**config.mk**
```make
export PLATFORM = sky130hd
export DESIGN_NAME = fifo_rd_stream
export DESIGN_NICKNAME = d
export VERILOG_FILES = /design/src/rtl/fifo_rd_stream.sv
export SDC_FILE = /design/constraint.sdc
export NUM_CORES = 1
export LEC_CHECK = 0
export ABC_CLOCK_PERIOD_IN_PS = 2800
export CAP_MARGIN = 20
export CORE_MARGIN = 1.5
export CORE_UTILIZATION = 50
export CTS_CLUSTER_SIZE = 30
export DETAILED_ROUTE_END_ITERATION = 7
export MAX_ROUTING_LAYER = met4
export PLACE_DENSITY_LB_ADDON = 0.12
export SYNTH_ARGS = -nofsm -noshare
export SYNTH_HDL_FRONTEND = slang
export SYNTH_SLANG_ARGS = --single-unit
export TNS_END_PERCENT = 100
```
**constraint.sdc**
```tcl
create_clock -name CLK_I -period 2.8 [get_ports CLK_I]
set_input_delay 0.56 -clock CLK_I [delete_from_list [all_inputs] [get_ports CLK_I]]
set_output_delay 0.56 -clock CLK_I [all_outputs]
set_load 0.03 [all_outputs]
```
**src/rtl/fifo_rd_stream.sv**
```systemverilog
// fifo_rd_stream: read-side consumer of the dual-clock FIFO (read-clock domain).
// Pops words from the FIFO and presents them as a valid/ready stream. A 2-entry
// skid buffer absorbs the FIFO's 1-cycle read latency, so the stream can run at
// one word per clock without dropping or duplicating a word.
// Optional feature: define FIFO_RD_STREAM_CNT_EN to add parameter CNTSIZE, port
// DCNT_O and a wrapping counter of delivered words.
module fifo_rd_stream #(
  parameter int DATASIZE = 8
`ifdef FIFO_RD_STREAM_CNT_EN
  ,
  parameter int CNTSIZE  = 16
`endif
) (
  input  logic                CLK_I,
  input  logic                RST_I,
  output logic                RINC_O,
  input  logic [DATASIZE-1:0] RDATA_I,
  input  logic                REMPTY_I,
  output logic                M_VALID_O,
  output logic [DATASIZE-1:0] M_DATA_O,
  input  logic                M_READY_I
`ifdef FIFO_RD_STREAM_CNT_EN
  ,
  output logic [CNTSIZE-1:0]  DCNT_O
`endif
);

  // Buffer FSM states are the buffer occupancy.
  localparam logic [1:0] EMPTY = 2'd0;
  localparam logic [1:0] ONE   = 2'd1;
  localparam logic [1:0] TWO   = 2'd2;

  logic [1:0]          occ_q, occ_d;
  logic                infl_q;
  logic                valid_q;
  logic [DATASIZE-1:0] head_q, head_d;
  logic [DATASIZE-1:0] tail_q, tail_d;
  logic                xfer;
  logic [2:0]          level;

  assign M_VALID_O = valid_q;
  assign M_DATA_O  = head_q;
  assign xfer      = valid_q & M_READY_I;

  // Words held or arriving once this cycle's transfer leaves; a new read is
  // only issued while that leaves room, so occupancy never exceeds two.
  assign level  = {1'b0, occ_q} + {2'b00, infl_q} - {2'b00, xfer};
  assign RINC_O = ~REMPTY_I & ~RST_I & (level < 3'd2);

  // Next occupancy and buffer contents: capture the arriving word at the tail,
  // pop the head on transfer; both in one cycle keeps occupancy unchanged.
  always_comb begin
    occ_d  = occ_q;
    head_d = head_q;
    tail_d = tail_q;
    case (occ_q)
      EMPTY: begin
        if (infl_q) begin
          occ_d  = ONE;
          head_d = RDATA_I;
        end
      end
      ONE: begin
        if (infl_q && !xfer) begin
          occ_d  = TWO;
          tail_d = RDATA_I;
        end else if (xfer && !infl_q) begin
          occ_d = EMPTY;
        end else if (xfer && infl_q) begin
          head_d = RDATA_I;
        end
      end
      TWO: begin
        if (xfer) begin
          head_d = tail_q;
          if (infl_q) begin
            tail_d = RDATA_I;
          end else begin
            occ_d = ONE;
          end
        end
      end
      default: begin
        occ_d = EMPTY;
      end
    endcase
  end

  // State registers; reset discards buffered and in-flight words.
  always_ff @(posedge CLK_I) begin
    if (RST_I) begin
      occ_q   <= EMPTY;
      infl_q  <= 1'b0;
      valid_q <= 1'b0;
      head_q  <= '0;
      tail_q  <= '0;
    end else begin
      occ_q   <= occ_d;
      infl_q  <= RINC_O;
      valid_q <= (occ_d != EMPTY);
      head_q  <= head_d;
      tail_q  <= tail_d;
    end
  end

`ifdef FIFO_RD_STREAM_CNT_EN
  logic [CNTSIZE-1:0] dcnt_q;

  assign DCNT_O = dcnt_q;

  // Delivered-word counter, wraps naturally at 2**CNTSIZE.
  always_ff @(posedge CLK_I) begin
    if (RST_I) begin
      dcnt_q <= '0;
    end else if (xfer) begin
      dcnt_q <= dcnt_q + {{(CNTSIZE-1){1'b0}}, 1'b1};
    end
  end
`endif

endmodule
```
Word level (Yosys, flattened, before mapping)
Index checks and enable logic that the tools add are counted.
{"block": "word_totals", "elab_cells": 48, "reg_bits": 20, "output_inout_bits": 10, "input_bits": 12}
{"block": "classes", "n_eq_ne": 9, "order_cmp": 1, "n_mux": 15, "n_bitwise": 5, "reduce_logical": 11, "n_addsub": 2}
{"op": "2-to-1 mux 8 bit", "n": 7}
{"op": "case mux 8 bit (3 select lines)", "n": 1}
{"op": "case mux 8 bit (2 select lines)", "n": 1}
{"op": "inequality test 2 bit (second input constant)", "n": 7}
{"op": "2-to-1 mux 2 bit", "n": 5}
{"op": "case mux 2 bit (3 select lines)", "n": 1}
{"op": "AND reduction 6 bit", "n": 1}
{"op": "AND reduction 4 bit", "n": 1}
{"op": "nonzero test 2 bit", "n": 2}
{"op": "adder 2 x 1 -> 3 bit", "n": 1}
{"op": "bitwise AND 1 bit", "n": 3}
{"op": "logical AND 1 bit", "n": 3}
{"op": "less-than comparator 3 x 2 -> 1 bit (second input constant)", "n": 1}
{"op": "nonzero test 3 bit", "n": 1}
{"op": "subtractor 3 x 1 -> 3 bit", "n": 1}
{"op": "equality test 2 x 1 -> 1 bit (second input constant)", "n": 1}
{"op": "equality test 2 bit (second input constant)", "n": 1}
{"op": "logical NOT 1 bit", "n": 2}
{"op": "logical NOT 2 bit", "n": 1}
{"op": "inverter 1 bit", "n": 2}

Logic depth before layout (Yosys ltp)
Gate-level depths: netlist (run 1).
{"block": "depth", "depth_word": 6, "depth_mapped": 7, "mapped_depth_nobuf": 7}

Worst setup path before layout (run 1)
OpenSTA, ideal clock, no wires.
{"block": "synth_timing", "path_kind": "reg-to-output", "startpoint": "register valid_q (netlist: M_VALID_O)", "endpoint": "output RINC_O", "path_stages_with_launch": 7, "required_time_ns": 2.240, "path_slack_ns": -0.523, "n_path_buf": 0, "t_arrival_ns": 2.763, "cell_sequence": "dfxtp_1 -> nand2_1 -> nor2_1 -> o21ai_0 -> fa_1 -> xor2_1 -> nor4b_1"}
{"block": "synth_between", "elab_chain_len": 4}
{"item": "start: declaration", "line": "35", "source": "logic valid_q;"}
{"item": "start signal: assignment", "line": "100", "source": "valid_q <= (occ_d != EMPTY);"}
{"item": "bitwise AND 1 bit", "line": "43", "source": "assign xfer = valid_q & M_READY_I;"}
{"item": "subtractor 3 x 1 -> 3 bit", "line": "47", "source": "assign level = {1'b0, occ_q} + {2'b00, infl_q} - {2'b00, xfer};"}
{"item": "less-than comparator 3 x 2 -> 1 bit", "line": "48", "source": "assign RINC_O = ~REMPTY_I & ~RST_I & (level < 3'd2);"}
{"item": "bitwise AND 1 bit", "line": "48"}
{"item": "end: declaration", "line": "16", "source": "output logic RINC_O,"}
No other way between the ends.

Worst setup path in the final report (run 1)
{"block": "layout_timing", "startpoint": "input M_READY_I", "endpoint": "output RINC_O"}
{"block": "layout_between", "elab_chain_len": 4}
{"item": "start: declaration", "line": "21", "source": "input logic M_READY_I"}
{"item": "bitwise AND 1 bit", "line": "43"}
{"item": "subtractor 3 x 1 -> 3 bit", "line": "47"}
{"item": "less-than comparator 3 x 2 -> 1 bit", "line": "48"}
{"item": "bitwise AND 1 bit", "line": "48"}
No other way between the ends.

==> results.cfg, run 1 <==
[outcome]
outcome = completed

[synthesis]
syn_area_mm2 = 0.00111
synth_top_area_frac = 0.360
syn_inst = 106
synth_edf_count = 0
ys_ff_latch = 20
ys_types = 33
syn_area_per_cell_um2 = 10.5
ys.flop_type = dfxtp_1
seq_area_frac_synth = 0.360
syn_nets = 120
synthArstFlopShare = 0
yosys-top-cells-area = dfxtp_1 36%, mux2i_1 14%, a211oi_2 9.0%, nand2b_1 9.0%, nor3_1 3.6%
synth_top_cell_by_area = dfxtp_1
yosys_warnings = 0

[clock_network]
numCtsBuffers = 3
root_buffer = clkbuf_4
ctsHoldBuffers = 0
cts.sinks = 20
clock_path_buffers = 2
path_clk_slew_ps = 120
cts_tree = done
clock_latency_ps = 310
cts.htree.levels = 1

[sta]
maxSlewHeadroom = 0.617
fmax_ghz = 0.375
hold_viol = 0
fin_tns_setup_ps = 0
skew_ps = 2.22
finalSetupViolations = 0
post-route-period-util = 0.953
layout_min_cycle_time_ps = 2670
drv_slew = 0
rsz0062_at_grt = no
finalWorstSetupSlack_ps = 131
worst_pin_slew_ps = 573

[grt]
met1_usage = 0.260
grt_use_met3 = 0.0446
grtUsageMet2 = 0.316
gr-total-overflow = 0
grt_max_degree = 30
grt-busiest-layer = met2
first_global_vias = 835
grt_usage = 0.203
antenna_found_initial = 0
grt_first_pass_wirelength_um = 3810

[critical_path]
critPathMaxFanout = 3
end_kind = output pin
required_ps = 2240
setup.worst_path.start_class = primary input
worst-setup-path-type = in2out
r2r_slack_ps = 820
arrival_ps = 2110

[pwr]
ir_worst_vdd_uv = 399
power_density_mw_per_mm2 = 589
power.leakage_nw = 0.528

[final_layout]
syn_to_final_growth_pct = 26.2
nNetsFinal = 142
fill_cells = 167
drive_above_1_share = 0.228
diodes = 0
utilization = 0.694

[die]
core_mm2 = 0.00202
row_count = 16
die_h_um = 50.1
pin_count = 22
initial_core_util = 0.550
die_w_um = 50.1
fp.dieArea_mm2 = 0.00251

[placement]
gp_congestion = 0.805
dp_slack_ps = -156
place.detailed.hpwl_um = 1470
port_buffers = 21

[run]
maxCapViolCount = 0

[drt]
routed_via_density = 5.57
dr_total_vias = 858
ant_nets = 0
drtIter0Drc = 13
drt-total-wl_um = 2150
drc_errors = 0
dr.pass1.iters = 4
wire_per_inst_um = 13.9

[worst_hold_path]
hp-class = reg2reg
[cell families (layout without fill, tap and decap cells)]
kind of cell / Yosys count / count (layout) / synth area share
and+or+nand+nor: 39 / 39 / 0.221
DFF: 20 / 20 / 0.360
AOI/OAI and AO/OA: 19 / 19 / 0.168
muxes: 16 / 16 / 0.144
buffers and inverters: 9 / 30 / 0.0698
adders and majority gates: 2 / 2 / 0.0293
xor gates and xnor gates: 1 / 1 / 0.00788
[synth_stat cells, types with 2 or more instances]
master / instances
dfxtp_1: 20
mux2i_1: 16
nand2b_1: 16
a211oi_2: 8
nor3_1: 8
buf_6: 3
nor2_1: 3
a21oi_1: 2
clkbuf_1: 2
nand2b_4: 2
nor2_2: 2
nor4b_1: 2
o21ai_0: 2
[path summary, 6_finish.rpt]
kind                           from                        to  cells after the start
max reg2reg     occ_q[1]$_SDFF_PP0_  M_DATA_O[4]$_SDFFE_PP0P_                      4
min reg2reg  tail_q[4]$_SDFFE_PP0P_    tail_q[4]$_SDFFE_PP0P_                      2
max                       M_READY_I                    RINC_O                      8
min          tail_q[4]$_SDFFE_PP0P_    tail_q[4]$_SDFFE_PP0P_                      2
[cells in the final DEF (no fill, tap or decap), drive strengths merged, types with 2 or more instances in the layout]
cell type	n
a211oi	8
a21oi	3
buf	5
clkbuf	3
clkdlybuf4s50	19
dfxtp	20
mux2i	16
nand2b	18
nor2	5
nor3	8
nor4b	2
o21ai	2
[layer usage]
| metal | vias to the layer above | part of all wire |
|---|---|---|
| met5 | - | 0 |
| met4 | 0 | 0.016 |
| met3 | 6 | 0.043 |
| met2 | 20 | 0.45 |
| met1 | 417 | 0.49 |
| li1 | 415 | - |
[per-stage QoR]
| stage | instances | hold WS [ps] | total power [mW] | cell area [um^2] |
|---|---|---|---|---|
| 2_1_floorplan | 106 | 448 | 0.511 | 1130 |
| 3_3_place_gp | 150 | 457 | 0.574 | 1320 |
| 3_5_place_dp | 150 | 470 | 0.580 | 1320 |
| 4_1_cts | 154 | 490 | 0.830 | 1400 |
| 5_1_grt | 154 | 513 | 0.860 | 1400 |
| 6_report | 154 | 483 | 0.826 | 1400 |
[cell type report]
cell class	instances	area, um^2	area share
Multi-Input combinational cell	77	674	0.481
Sequential cell	20	402	0.286
Clock inverter	1	30.0	0.0214
Tap cell	27	33.8	0.0241
Inverter	1	3.75	0.00268
Timing Repair Buffer	25	236	0.169
Clock buffer	3	22.5	0.0161
[critical path, cell delays in order]
cell and delay (ps):
dlygate4sd2_1 250, nand2_2 80, and2_1 120, o21ai_1 90, fa_2 400, xor2_4 180
nor4b_4 230, buf_4 200
[sequential cells by signal, summed over array words and instances (netlist names)]
signal,cells
M_DATA_O,8
tail_q,8
infl_q,1
M_VALID_O,1
occ_q,2
[where the power goes]
group | switching (mW) | internal [mW]
clock | 0.101 | 0.145
combinational | 0.127 | 0.116
sequential | 0.0254 | 0.312
[what timing repair did]
action                     4_1_cts  5_1_grt
resized for setup                7        1
pin swaps                        4        2
setup endpoints to repair        1        1
setup buffers                    0        0
Note: power is estimated with default switching activity, not from simulation.
==> run 2, diff against run 1 <==
--- a/config.mk
+++ b/config.mk
@@ -7,7 +7,7 @@
 export LEC_CHECK = 0
 export ABC_CLOCK_PERIOD_IN_PS = 2800
 export CAP_MARGIN = 20
-export CORE_MARGIN = 1.5
+export CORE_MARGIN = 2
 export CORE_UTILIZATION = 50
 export CTS_CLUSTER_SIZE = 30
 export DETAILED_ROUTE_END_ITERATION = 7
==> run 2 against run 1 <==
  * Worst hold slack got worse by 0.95 ps
  * Register-to-register slack improved by 150 ps
  * Cell area decreased by 2.0%
  * Count of clock-buffer cells in the layout stayed put
  * Final cell count stayed put
  * Clock power fell by 45%
  * Highest routed layer unchanged
==> results.cfg, run 2 (same netlist as run 1, synthesis figures left out) <==
[sta]
finalWorstSetupSlack_ps = 156
fin_tns_setup_ps = 0
layout_min_cycle_time_ps = 2640
finalSetupViolations = 0
skew_ps = 6.11
maxSlewHeadroom = 0.667
worst_pin_slew_ps = 498
hold_viol = 0
hold_ws_ps = 482
drv_slew = 0
rsz0062_at_grt = no
fmax_ghz = 0.378
post-route-period-util = 0.944

[clock_network]
numCtsBuffers = 3
path_clk_slew_ps = 100
ctsHoldBuffers = 0
cts.sinks = 20
clock_path_buffers = 2
cts_tree = done
root_buffer = clkbuf_4
cts.htree.levels = 1
clock_latency_ps = 300

[outcome]
outcome = completed

[critical_path]
slowest_delay_ps = 380
crit-reg2reg-launch = occ_q[1]$_SDFF_PP0_
r2r_cells = 4
r2r-end = M_DATA_O[5]$_SDFFE_PP0P_
worstSetupStartpoint = M_READY_I
r2r_slack_ps = 970
critPathSlowestCell = fa_2
required_ps = 2240
arrival_ps = 2080
worstPathCellList = dlygate4sd2_1 -> nand2_2 -> and2_1 -> o21ai_2 -> fa_2 -> xor2_2 -> nor4b_4 -> buf_6
critPathMaxFanout = 3
cp-endpoint = RINC_O
end_kind = output pin
setup.worst_path.start_class = primary input
worst-setup-path-type = in2out

[final_layout]
syn_to_final_growth_pct = 23.8
fin_cells = 154
utilization = 0.640
layout_common_cells = 19 x dfxtp_1, 19 x clkdlybuf4s50_1, 16 x nand2b_1, 16 x mux2i_1
fin_area_mm2 = 0.00138
drive_above_1_share = 0.230
nNetsFinal = 142
fill_cells = 191
diodes = 0

[pwr]
p_total_mw = 0.716
power.leakage_nw = 0.513
ir_worst_vdd_uv = 309
power_density_mw_per_mm2 = 521

[drt]
ant_nets = 0
drt-total-wl_um = 2190
wire_per_inst_um = 14.2
routed_via_density = 5.51
drc_errors = 0
dr.pass1.iters = 4
dr_total_vias = 848
drtIter0Drc = 14

[placement]
place_inst = 151
port_buffers = 21
placed_area_mm2 = 0.00133
dp_slack_ps = -150
place.detailed.hpwl_um = 1580
gp_congestion = 0.753

[worst_hold_path]
whs_path_depth = 2
hp-class = reg2reg

[die]
fp.dieArea_mm2 = 0.00262
initial_core_util = 0.517
die_w_um = 51.1
die_h_um = 51.1
pin_count = 22
core_mm2 = 0.00215
row_count = 17

[grt]
antenna_found_initial = 0
first_global_vias = 769
met1_usage = 0.255
gr-total-overflow = 0
grt_max_degree = 30
grt_usage = 0.189
grtUsageMet2 = 0.277
grt_use_met3 = 0.0263
grt_first_pass_wirelength_um = 3550
grt-busiest-layer = met2

[run]
maxCapViolCount = 0
-- run 2: cell count changes in the layout (fill, tap and decap cells not counted), sizes merged --
| cell | before | now |
|---|---|---|
| bufinv | 1 | 0 |
-- run 2: worst min path at each step --
stage,from,to,slack (ps)
final,tail_q[0]$_SDFFE_PP0P_,tail_q[0]$_SDFFE_PP0P_,480
after global routing,tail_q[0]$_SDFFE_PP0P_,tail_q[0]$_SDFFE_PP0P_,500
after CTS,tail_q[0]$_SDFFE_PP0P_,tail_q[0]$_SDFFE_PP0P_,480
after detailed placement,tail_q[0]$_SDFFE_PP0P_,tail_q[0]$_SDFFE_PP0P_,460
after global placement,tail_q[5]$_SDFFE_PP0P_,tail_q[5]$_SDFFE_PP0P_,460
after floorplan,tail_q[1]$_SDFFE_PP0P_,tail_q[1]$_SDFFE_PP0P_,450
-- run 2: per-layer routing --
layer  vias up  wire length (um)  part of all wire
li1        415                 -                 -
met1       407              1080              0.49
met2        22               967              0.44
met3         4               108             0.049
met4         0                32             0.015
met5         -                 0                 0
-- run 2: layout make-up --
type	instances	area (um^2)	share of cell area
Tap cell	28	35.0	0.0255
Sequential cell	20	402	0.292
Multi-Input combinational cell	77	672	0.489
Clock buffer	3	22.5	0.0164
Inverter	1	3.75	0.00273
Timing Repair Buffer	25	240	0.175
-- run 2: critical path: cells and delay by family --
family	cells	cell delay, ps
xor+xnor	1	170
buf+inv	2	410
compound gates	1	70
fa+ha+maj	1	380
simple gates	3	500
-- run 2: timing repair --
action / CTS / global route
setup buffers: 0 / 0
resized for setup: 8 / 2
pin swaps: 4 / 1
cloned: 0 / 0
setup endpoints to repair: 1 / 1
-- run 2: report_power, final --
part | switching (mW) | internal [mW]
clock network | 0.0836 | 0.0501
registers | 0.0263 | 0.312
logic | 0.128 | 0.116
